### config.mk
export PLATFORM = sky130hd
export DESIGN_NAME = rat_int_ctrl
export DESIGN_NICKNAME = d
export VERILOG_FILES = /design/src/rtl/rat_int_ctrl.sv
export SDC_FILE = /design/constraint.sdc
export NUM_CORES = 1
export LEC_CHECK = 0
export CAP_MARGIN = 15
export CORE_UTILIZATION = 53
export CTS_CLUSTER_DIAMETER = 30
export DETAILED_ROUTE_END_ITERATION = 12
export PLACE_DENSITY_LB_ADDON = 0.3
export SYNTH_ARGS = -nofsm -noshare
export SYNTH_HDL_FRONTEND = slang
export SYNTH_SLANG_ARGS = --single-unit
### constraint.sdc
create_clock -name CLK -period 4.4 [get_ports CLK]
set_input_delay 1.1 -clock CLK [delete_from_list [all_inputs] [get_ports CLK]]
set_output_delay 1.1 -clock CLK [all_outputs]
set_load 0.01 [all_outputs]
### src/rtl/rat_int_ctrl.sv
// Prioritising interrupt controller for the RAT MCU INT_CU input: edge-detects, latches, masks
// and sequences up to 8 sources. Optional input synchroniser: define INT_CTRL_SYNC_EN.
module rat_int_ctrl #(
  parameter int         N_SRC       = 8,
  parameter int         HOLD_CYCLES = 2,
  parameter logic [7:0] MASK_ID     = 8'hE0,
  parameter logic [7:0] PEND_ID     = 8'hE1,
  parameter logic [7:0] ACK_ID      = 8'hE2,
  parameter logic [7:0] VEC_ID      = 8'hE3
) (
  input  logic             CLK,
  input  logic             RESET,
  input  logic [N_SRC-1:0] IRQ_IN,
  input  logic [7:0]       PORT_ID,
  input  logic [7:0]       OUT_PORT,
  input  logic             IO_STRB,
  output logic [7:0]       RD_DATA,
  output logic             RD_HIT,
  output logic             INT_CU,
  output logic [1:0]       state_dbg
);

  typedef enum logic [1:0] {IDLE, REQ, SERVICE, GAP} state_t;

  state_t           state;
  logic [N_SRC-1:0] irq_s;
  logic [N_SRC-1:0] irq_prev;
  logic [N_SRC-1:0] pend;
  logic [N_SRC-1:0] mask;
  logic [N_SRC-1:0] edge_v;
  logic [N_SRC-1:0] elig;
  logic [N_SRC-1:0] out_n;
  logic [2:0]       vec;
  logic [3:0]       hold_cnt;
  logic             wr_mask;
  logic             wr_ack;
  logic             ack_hit;

`ifdef INT_CTRL_SYNC_EN
  logic [N_SRC-1:0] sync1;
  logic [N_SRC-1:0] sync2;

  always_ff @(posedge CLK) begin
    if (RESET) begin
      sync1 <= '0;
      sync2 <= '0;
    end else begin
      sync1 <= IRQ_IN;
      sync2 <= sync1;
    end
  end

  assign irq_s = sync2;
`else
  assign irq_s = IRQ_IN;
`endif

  // Lowest set index wins.
  function automatic logic [2:0] first_set(input logic [N_SRC-1:0] v);
    first_set = '0;
    for (int i = N_SRC - 1; i >= 0; i--) begin
      if (v[i]) first_set = 3'(i);
    end
  endfunction

  assign edge_v    = irq_s & ~irq_prev;
  assign elig      = pend & mask;
  assign out_n     = OUT_PORT[N_SRC-1:0];
  assign wr_mask   = IO_STRB && (PORT_ID == MASK_ID);
  assign wr_ack    = IO_STRB && (PORT_ID == ACK_ID);
  assign ack_hit   = wr_ack && OUT_PORT[vec];
  assign state_dbg = state;

  // A fresh edge re-sets a bit even when the same write clears it.
  always_ff @(posedge CLK) begin
    if (RESET) begin
      irq_prev <= '0;
      pend     <= '0;
      mask     <= '0;
    end else begin
      irq_prev <= irq_s;
      if (wr_mask) mask <= out_n;
      if (wr_ack) pend <= (pend & ~out_n) | edge_v;
      else        pend <= pend | edge_v;
    end
  end

  always_ff @(posedge CLK) begin
    if (RESET) begin
      state    <= IDLE;
      INT_CU   <= 1'b0;
      vec      <= '0;
      hold_cnt <= '0;
    end else begin
      case (state)
        IDLE: begin
          if (|elig) begin
            state    <= REQ;
            vec      <= first_set(elig);
            hold_cnt <= 4'(HOLD_CYCLES);
            INT_CU   <= 1'b1;
          end
        end
        REQ: begin
          hold_cnt <= hold_cnt - 4'd1;
          if (hold_cnt == 4'd1) begin
            state  <= SERVICE;
            INT_CU <= 1'b0;
          end
        end
        SERVICE: begin
          if (ack_hit) state <= GAP;
        end
        GAP: begin
          state <= IDLE;
        end
        default: begin
          state  <= IDLE;
          INT_CU <= 1'b0;
        end
      endcase
    end
  end

  always_comb begin
    RD_DATA = '0;
    RD_HIT  = 1'b0;
    case (PORT_ID)
      MASK_ID: begin
        RD_HIT               = 1'b1;
        RD_DATA[N_SRC-1:0]   = mask;
      end
      PEND_ID: begin
        RD_HIT               = 1'b1;
        RD_DATA[N_SRC-1:0]   = pend;
      end
      VEC_ID: begin
        RD_HIT               = 1'b1;
        RD_DATA[2:0]         = vec;
      end
      default: begin
        RD_HIT  = 1'b0;
        RD_DATA = '0;
      end
    endcase
  end

endmodule

After elaboration in Yosys (flattened, before gate mapping)

Index checks and enable logic that the tools add are counted.

Add/sub/neg operators: 1
Magnitude comparators: 1
Equality and inequality tests: 11
Multiplexer cells: 23
Bitwise gates (word level): 7
Reductions and logical operators: 11

Operators by type and width:

| cell                | count |
|---|---|
| $eq 8x8->1 const B  | 4 |
| $and 8x8->8         | 3 |
| $mux 3              | 8 |
| $not 8->8           | 2 |
| $or 8x8->8          | 2 |
| $pmux 5 s2          | 1 |
| $pmux 3 s3          | 1 |
| $mux 8              | 1 |
| $pmux 2 s4          | 1 |
| $pmux 4 s2          | 1 |
| $reduce_or 8->1     | 1 |
| $mux 2              | 3 |
| $ne 2x2->1 const B  | 3 |
| $reduce_and 3->1    | 2 |
| $eq 2x2->1 const B  | 2 |
| $eq 4x1->1 const B  | 1 |
| $lt 3x4->1 const B  | 1 |
| $mux 1              | 4 |
| $mux 4              | 1 |
| $reduce_and 2->1    | 2 |
| $sub 4x1->4 const B | 1 |
| $bmux 1 s3          | 1 |
| $logic_and 1x1->1   | 3 |
| $reduce_or 3->1     | 1 |
| other kinds (4)     | 4 |

Register bits after elaboration: 34
Input port bits: 27
Output and inout bits: 12
Logic and storage cells: 61

Depth between registers and ports, before layout

Gate-level depths: netlist of the first run.

Depth in word-level cells: 9
Gate-level depth with buffers: 8

Worst setup path after synthesis of the first run

OpenSTA, ideal clock, no wires.

Path type: input to output
Start: in PORT_ID[3]
End: out RD_DATA[3]
Data arrival time: 2.064 ns
Data required time: 3.300 ns
Path slack: 1.236 ns
Cell stages on the path: 5
Cells stage by stage: nor4b_2 > nand3_2 > or2_1 > buf_6 > nor2_1

Word-level cells in the longest chain between the ends: 2

RTL lines:

| item           | line | source |
|---|---|---|
| from (decl)    | 14   | `input logic [7:0] PORT_ID,` |
| $eq 8x8->1     | 128  | `case (PORT_ID)` |
| $pmux 5 s2 (*) | 128  |  |
| to (decl)      | 17   | `output logic [7:0] RD_DATA,` |

Every way passes the cells marked *; elsewhere a longest branch is shown, timed or not.

Worst setup path in the final report of the first run

Same ends and word-level chain as after synthesis.

==> reports/results.md, run 1 <==
* **status** completed
* **share of total power in combinational logic** 0.236
* **worst setup timing slack at the placement stage** 0.272 ns
* **dominant register cell in the synthesized netlist** sky130_fd_sc_hd__dfxtp_1
* **Yosys top cell area share** 0.397
* **IO Pins** 39
* **Post-route DRC** 0
* **fraction of registers with async set/reset** 0
* **number of levels the H-tree was split into** 2
* **sequential group share of total power** 0.497
* **number of global-route vias before repair** 1360
* **Worst Setup Start Kind** primary input
* **cts-stage hold buffer count** 0
* **post-synthesis cell type count** 33
* **synthesis-to-finish area growth** 27.2%
* **floorplan die height** 58.9 µm
* **Avg Synthesized Cell Area** 8.53 µm²
* **number of antenna violations at the first check in global routing** 0
* **fraction of layout cells with a size suffix above 1** 0.0750
* **number of storage elements in the synthesis netlist** 34
* **clock root buffer** sky130_fd_sc_hd__clkbuf_4
* **clock transition time at the flip-flop clock pins of the worst setup and hold paths** 0.11 ns
* **area enclosed by the die boundary** 3470 µm²
* **CTS tree** yes
* **post-route fraction of the period consumed by the critical path** 0.933
* **antenna violation net count after detailed routing** 0
* **number of enable-type register cells in the synthesized netlist** 0
* **top cells by area, synth** sky130_fd_sc_hd__dfxtp_1, sky130_fd_sc_hd__mux2i_1, sky130_fd_sc_hd__nor2_1
* **final clock skew** 0.00673 ns
* **maximum clock rate** 0.244 GHz
* **count of mapped cells out of synthesis** 201
* **total standard cell area after synthesis** 1710 µm²
* **drt first pass iters** 4
* **DRC marker count from the first detailed-route iteration** 131
* **share of synthesized area occupied by flip-flops and latches** 0.397
* **max-cap violations** 0
* **number of CTS-inserted buffers** 5
* **setup_tns** 0 ns
* **Syn. warnings** 0
* **number of buffers on the longest clock path** 2
* **final setup margin** 0.295 ns
* **area of the core region** 3050 µm²
* **minimum hold slack** 0.500 ns
* **maximum ir drop on the vdd rail** 0.000214 V
* **switching share of total power** 0.300
* **final slew viol count** 0
* **RSZ-0062 raised after global routing** false
* **Tightest Hold Check Type** reg -> reg
* **Setup Buffers After CTS** 0
* **switching power** 0.206 mW
* **WL/cell** 12.9 µm
* **Total Routing Usage GR** 0.243
* **number of antenna diodes** 0
* **largest area contributor in the netlist** sky130_fd_sc_hd__dfxtp_1
* **number of nets in the layout** 271
* **total via count after detailed routing** 1532
* **wire length of the first global-routing pass** 6.15 mm
* **share of power burned in the clock network** 0.267
* **net count after synthesis** 233
* **GR Overflow Total** 0
* **drt via density** 5.39
* **worst slew margin relative to its limit** 0.526
* **path type of the worst setup path** in -> out
* **Final Instance Count excl. Fillers** 284
* **Clock Sinks** 34
* **maximum fanout along the worst path** 7
* **Chip Width** 58.9 µm
* **HPWL after detailed placement** 2.81 mm
* **power density over cell area** 315 nW/µm²
* **largest net degree at the start of global routing** 19
* **number of endpoints with negative hold slack in the final report** 0
* **worst path required time** 3.30 ns
* **data arrival time of the worst path** 3.01 ns
* **routed wire length** 3.66 mm
* **post-cts sizing count** 0
* **count of input and output buffers** 38
* **Final setup viols** 0
* **global placer's final weighted congestion** 0.865
* **Internal** 0.482 mW
* **number of placed instances with taps included** 276
* **worst skew pair latency** 0.33 ns
* **floorplan row count** 20
* **starting density of the core** 0.561
* **Tightest Pin Transition** 0.708 ns
* **leakage power of the design** 0.769 nW
* **clock period minus worst slack** 4.11 ns
* **Setup crit end kind** output port
* **fin util** 0.714
* **number of fill cells in the layout** 285
==> sequential cells by signal, indices dropped and copies added (netlist names) <==
register	count
irq_prev	8
mask	8
hold_cnt	4
pend	8
state_dbg	2
vec	3
INT_CU	1
==> synth_stat cells, types with 2 or more instances <==
library cell / count
sky130_fd_sc_hd__dfxtp_1: 34
sky130_fd_sc_hd__nor2_1: 34
sky130_fd_sc_hd__mux2i_1: 22
sky130_fd_sc_hd__a21oi_1: 18
sky130_fd_sc_hd__nand2_1: 17
sky130_fd_sc_hd__nor2b_1: 16
sky130_fd_sc_hd__a22oi_1: 7
sky130_fd_sc_hd__inv_1: 7
sky130_fd_sc_hd__clkbuf_1: 6
sky130_fd_sc_hd__o21ai_0: 6
sky130_fd_sc_hd__ha_1: 5
sky130_fd_sc_hd__nand3_1: 4
sky130_fd_sc_hd__a31oi_1: 3
sky130_fd_sc_hd__buf_6: 2
sky130_fd_sc_hd__nor3_1: 2
==> cell usage in the layout (no fill, tap or decap), types with 2 or more instances in the layout <==
cell	synthesis	routed
sky130_fd_sc_hd__dfxtp_1	34	34
sky130_fd_sc_hd__nand3_1	4	4
sky130_fd_sc_hd__o21ai_0	6	6
sky130_fd_sc_hd__inv_1	7	7
sky130_fd_sc_hd__buf_4	1	3
sky130_fd_sc_hd__mux2i_1	22	22
sky130_fd_sc_hd__nor3_1	2	2
sky130_fd_sc_hd__nor2b_1	16	16
sky130_fd_sc_hd__clkbuf_4	0	5
sky130_fd_sc_hd__a21oi_1	18	18
sky130_fd_sc_hd__ha_1	5	5
sky130_fd_sc_hd__nand2_1	17	17
sky130_fd_sc_hd__a22oi_1	7	7
sky130_fd_sc_hd__a31oi_1	3	3
sky130_fd_sc_hd__clkdlybuf4s50_1	0	38
sky130_fd_sc_hd__nor2_1	34	34
==> through the flow <==
stage	area [µm²]	total power [mW]
CTS	2180	0.691
finish	2180	0.688
floorplan	1710	0.446
global route	2180	0.731
detailed placement	2120	0.510
global placement	2120	0.505
==> worst paths after layout <==
| path | start | to | slack (ns) | cells past startpoint |
|---|---|---|---|---|
| setup / recovery | PORT_ID[3] | RD_DATA[3] | 0.29 | 6 |
| hold reg to reg | INT_CU | INT_CU | 0.50 | 2 |
| setup reg to reg | vec[0] | state_dbg[0] | 2.49 | 5 |
| hold / removal | INT_CU | INT_CU | 0.50 | 2 |
==> area by class of cell <==
cell class / count / area [µm²] / share of cell area
Tap cell: 44 / 55.1 / 0.0253
Clock inverter: 2 / 12.5 / 0.00574
Timing Repair Buffer: 41 / 403 / 0.185
Inverter: 7 / 26.3 / 0.0121
Clock buffer: 6 / 51.3 / 0.0235
Sequential cell: 34 / 681 / 0.312
Multi-Input combinational cell: 150 / 951 / 0.436
==> kinds of logic (layout without fill, tap and decap cells) <==
logic type | Yosys count | in the layout | share of synthesized area
adder cells (fa/ha/maj) | 5 | 5 | 0.0365
AO/OA/AOI/OAI | 40 | 40 | 0.145
flip-flops | 34 | 34 | 0.397
buffers and inverters | 17 | 56 | 0.0482
multiplexers | 23 | 23 | 0.142
AND/OR/NAND/NOR | 82 | 82 | 0.232
==> critical path, cell delays in order <==
cell                              delay, ns
sky130_fd_sc_hd__clkdlybuf4s50_1       0.41
sky130_fd_sc_hd__nor4b_2               0.30
sky130_fd_sc_hd__nand3_2               0.17
sky130_fd_sc_hd__or2_1                 0.35
sky130_fd_sc_hd__nor2_1                0.14
sky130_fd_sc_hd__clkdlybuf4s50_1       0.54
==> power groups by stage <==
stage | logic [mW] | registers, mW | clock network (mW)
global placement | 0.157 | 0.348 | 0
finish | 0.162 | 0.342 | 0.184
floorplan | 0.0979 | 0.349 | 0
CTS | 0.162 | 0.342 | 0.187
detailed placement | 0.161 | 0.349 | 0
global route | 0.185 | 0.345 | 0.202
==> layer usage <==
metal / part of all wire / vias to the layer above / track usage
li1: - / 767 / -
met1: 0.45 / 724 / 0.297
met2: 0.48 / 30 / 0.401
met3: 0.032 / 11 / 0.0462
met4: 0.030 / 0 / 0.133
met5: 0 / - / 0
(Power assumes the default switching activity.)
==> run 2, diff against run 1 <==
--- a/config.mk
+++ b/config.mk
@@ -6,6 +6,7 @@
 export NUM_CORES = 1
 export LEC_CHECK = 0
 export CAP_MARGIN = 15
+export CORE_ASPECT_RATIO = 0.9
 export CORE_UTILIZATION = 53
 export CTS_CLUSTER_DIAMETER = 30
 export DETAILED_ROUTE_END_ITERATION = 12
==> reports/results.md, run 2 (synthesis gave the netlist of run 1 again) <==
* **status** completed
* **Chip Width** 61.9 µm
* **max-cap violations** 0
* **worst skew pair latency** 0.34 ns
* **Clock Sinks** 34
* **area of the core region** 3070 µm²
* **number of global-route vias before repair** 1348
* **floorplan row count** 19
* **antenna violation net count after detailed routing** 0
* **Reg2Reg Capture Point** state_dbg[0]
* **maximum fanout along the worst path** 7
* **critical path buffer and inverter count** 2
* **RSZ-0062 raised after global routing** false
* **Worst Setup Start Kind** primary input
* **Total Routing Usage GR** 0.229
* **cell at the slowest stage of the critical path** sky130_fd_sc_hd__clkdlybuf4s50_1
* **number of nets in the layout** 271
* **maximum single-stage delay on the critical path** 0.54 ns
* **Tightest Hold Check Type** reg -> reg
* **total non-filler cell area in the finished layout** 2190 µm²
* **number of antenna violations at the first check in global routing** 0
* **number of endpoints with negative hold slack in the final report** 0
* **clock period minus worst slack** 4.13 ns
* **WL/cell** 13.0 µm
* **hold endpoint** INT_CU
* **worst hold path cell count** 2
* **post-place instance area** 2110 µm²
* **starting density of the core** 0.559
* **most frequent cells in the layout** sky130_fd_sc_hd__clkdlybuf4s50_1, sky130_fd_sc_hd__dfxtp_1, sky130_fd_sc_hd__nor2_1
* **worst setup slack for register-to-register paths** 2.42 ns
* **launch point of the worst hold path** INT_CU
* **floorplan die height** 56.0 µm
* **routed wire length** 3.67 mm
* **total via count after detailed routing** 1522
* **cts-stage hold buffer count** 0
* **IO Pins** 39
* **Cell Chain, Critical Path** clkdlybuf4s50_1, nor4b_2, nand3_2, or2_1, nor2_1, clkdlybuf4s50_1
* **worst slew margin relative to its limit** 0.586
* **Post-route DRC** 0
* **post-cts sizing count** 0
* **number of placed instances with taps included** 274
* **number of CTS-inserted buffers** 5
* **number of buffers on the longest clock path** 2
* **clock root buffer** sky130_fd_sc_hd__clkbuf_4
* **count of cells along the worst register-to-register path** 5
* **number of antenna diodes** 0
* **path type of the worst setup path** in -> out
* **Setup crit end kind** output port
* **HPWL after detailed placement** 2.67 mm
* **clock transition time at the flip-flop clock pins of the worst setup and hold paths** 0.09 ns
* **power density over cell area** 326 nW/µm²
* **family of cells with the greatest summed delay on the critical path** simple AND/OR/NAND/NOR gates
* **maximum ir drop on the vdd rail** 0.000208 V
* **cell occurring most often along the worst timing path** sky130_fd_sc_hd__clkdlybuf4s50_1
* **reg-to-reg critical path startpoint** vec[0]
* **Setup Buffers After CTS** 0
* **number of levels the H-tree was split into** 2
* **data arrival time of the worst path** 3.03 ns
* **setup_tns** 0 ns
* **Final Instance Count excl. Fillers** 282
* **count of input and output buffers** 38
* **wire length of the first global-routing pass** 5.87 mm
* **drt first pass iters** 5
* **Final setup viols** 0
* **worst path required time** 3.30 ns
* **global placer's final weighted congestion** 0.809
* **largest net degree at the start of global routing** 27
* **area enclosed by the die boundary** 3470 µm²
* **Tightest Pin Transition** 0.619 ns
* **GR Overflow Total** 0
* **post-route fraction of the period consumed by the critical path** 0.938
* **drt via density** 5.40
* **DRC marker count from the first detailed-route iteration** 88
* **biggest regs** irq_prev x8, mask x8, pend x8
* **leakage power of the design** 0.779 nW
* **fraction of layout cells with a size suffix above 1** 0.0750
* **final clock skew** 0.00882 ns
* **CTS tree** yes
* **most frequent standard cell in the layout excluding fill and tap cells** sky130_fd_sc_hd__clkdlybuf4s50_1
* **final slew viol count** 0
* **synthesis-to-finish area growth** 27.9%
* **maximum clock rate** 0.242 GHz
run 2: changes by cell type in the layout (fill, tap and decap cells not counted):
cell                         delta
sky130_fd_sc_hd__clkinvlp_4     -1
sky130_fd_sc_hd__clkbuf_8       +2
sky130_fd_sc_hd__clkinv_2       -1
run 2: routing by layer:
metal / wire, µm / track usage
met1: 1770 / 0.317
met2: 1620 / 0.337
met3: 232 / 0.0605
met4: 51 / 0.0857
met5: 0 / 0
run 2: final cells by class:
cell class	count	area [µm²]
Clock buffer	8	78.8
Fill cell	243	875
Inverter	7	26.3
Multi-Input combinational cell	150	951
Sequential cell	34	681
Tap cell	42	52.6
Timing Repair Buffer	41	403
run 2: power by group:
| group | internal, mW | total, mW | switching (mW) |
|---|---|---|---|
| Combinational | 0.0766 | 0.162 | 0.0853 |
| Clock | 0.109 | 0.210 | 0.101 |
| Sequential | 0.328 | 0.342 | 0.0140 |
run 2: worst register-to-register path, cell delays in order, from the launching register on:
cell and delay, ns:
sky130_fd_sc_hd__dfxtp_1 0.54, sky130_fd_sc_hd__mux2i_1 0.13, sky130_fd_sc_hd__mux4_2 0.47, sky130_fd_sc_hd__o31ai_1 0.28, sky130_fd_sc_hd__nand3_1 0.20, sky130_fd_sc_hd__a221oi_2 0.29
run 2: worst max path at each step:
stage                     from    endpoint  cells past startpoint
floorplan           PORT_ID[3]  RD_DATA[3]                      5
global placement    PORT_ID[3]  RD_DATA[4]                      6
detailed placement  PORT_ID[3]  RD_DATA[5]                      6
CTS                 PORT_ID[3]  RD_DATA[5]                      6
global route        PORT_ID[3]  RD_DATA[6]                      6
finish              PORT_ID[3]  RD_DATA[5]                      6
run 2: metrics by stage:
step	util	total power [mW]	setup WS, ns	hold WS [ns]
6_report	0.715	0.714	0.271	0.489
5_1_grt	0.715	0.754	0.158	0.526
4_1_cts	0.715	0.719	0.265	0.490
3_5_place_dp	0.689	0.509	0.272	0.474
3_3_place_gp	0.689	0.507	0.315	0.471
2_1_floorplan	-	0.446	1.24	0.463
==> run 3, diff against run 2 <==
--- a/config.mk
+++ b/config.mk
@@ -5,7 +5,7 @@
 export SDC_FILE = /design/constraint.sdc
 export NUM_CORES = 1
 export LEC_CHECK = 0
-export CAP_MARGIN = 15
+export CAP_MARGIN = 20
 export CORE_ASPECT_RATIO = 0.9
 export CORE_UTILIZATION = 53
 export CTS_CLUSTER_DIAMETER = 30
==> results of run 3 <==
Same layout as run 2: the final DEF is identical, and so are final timing and power.
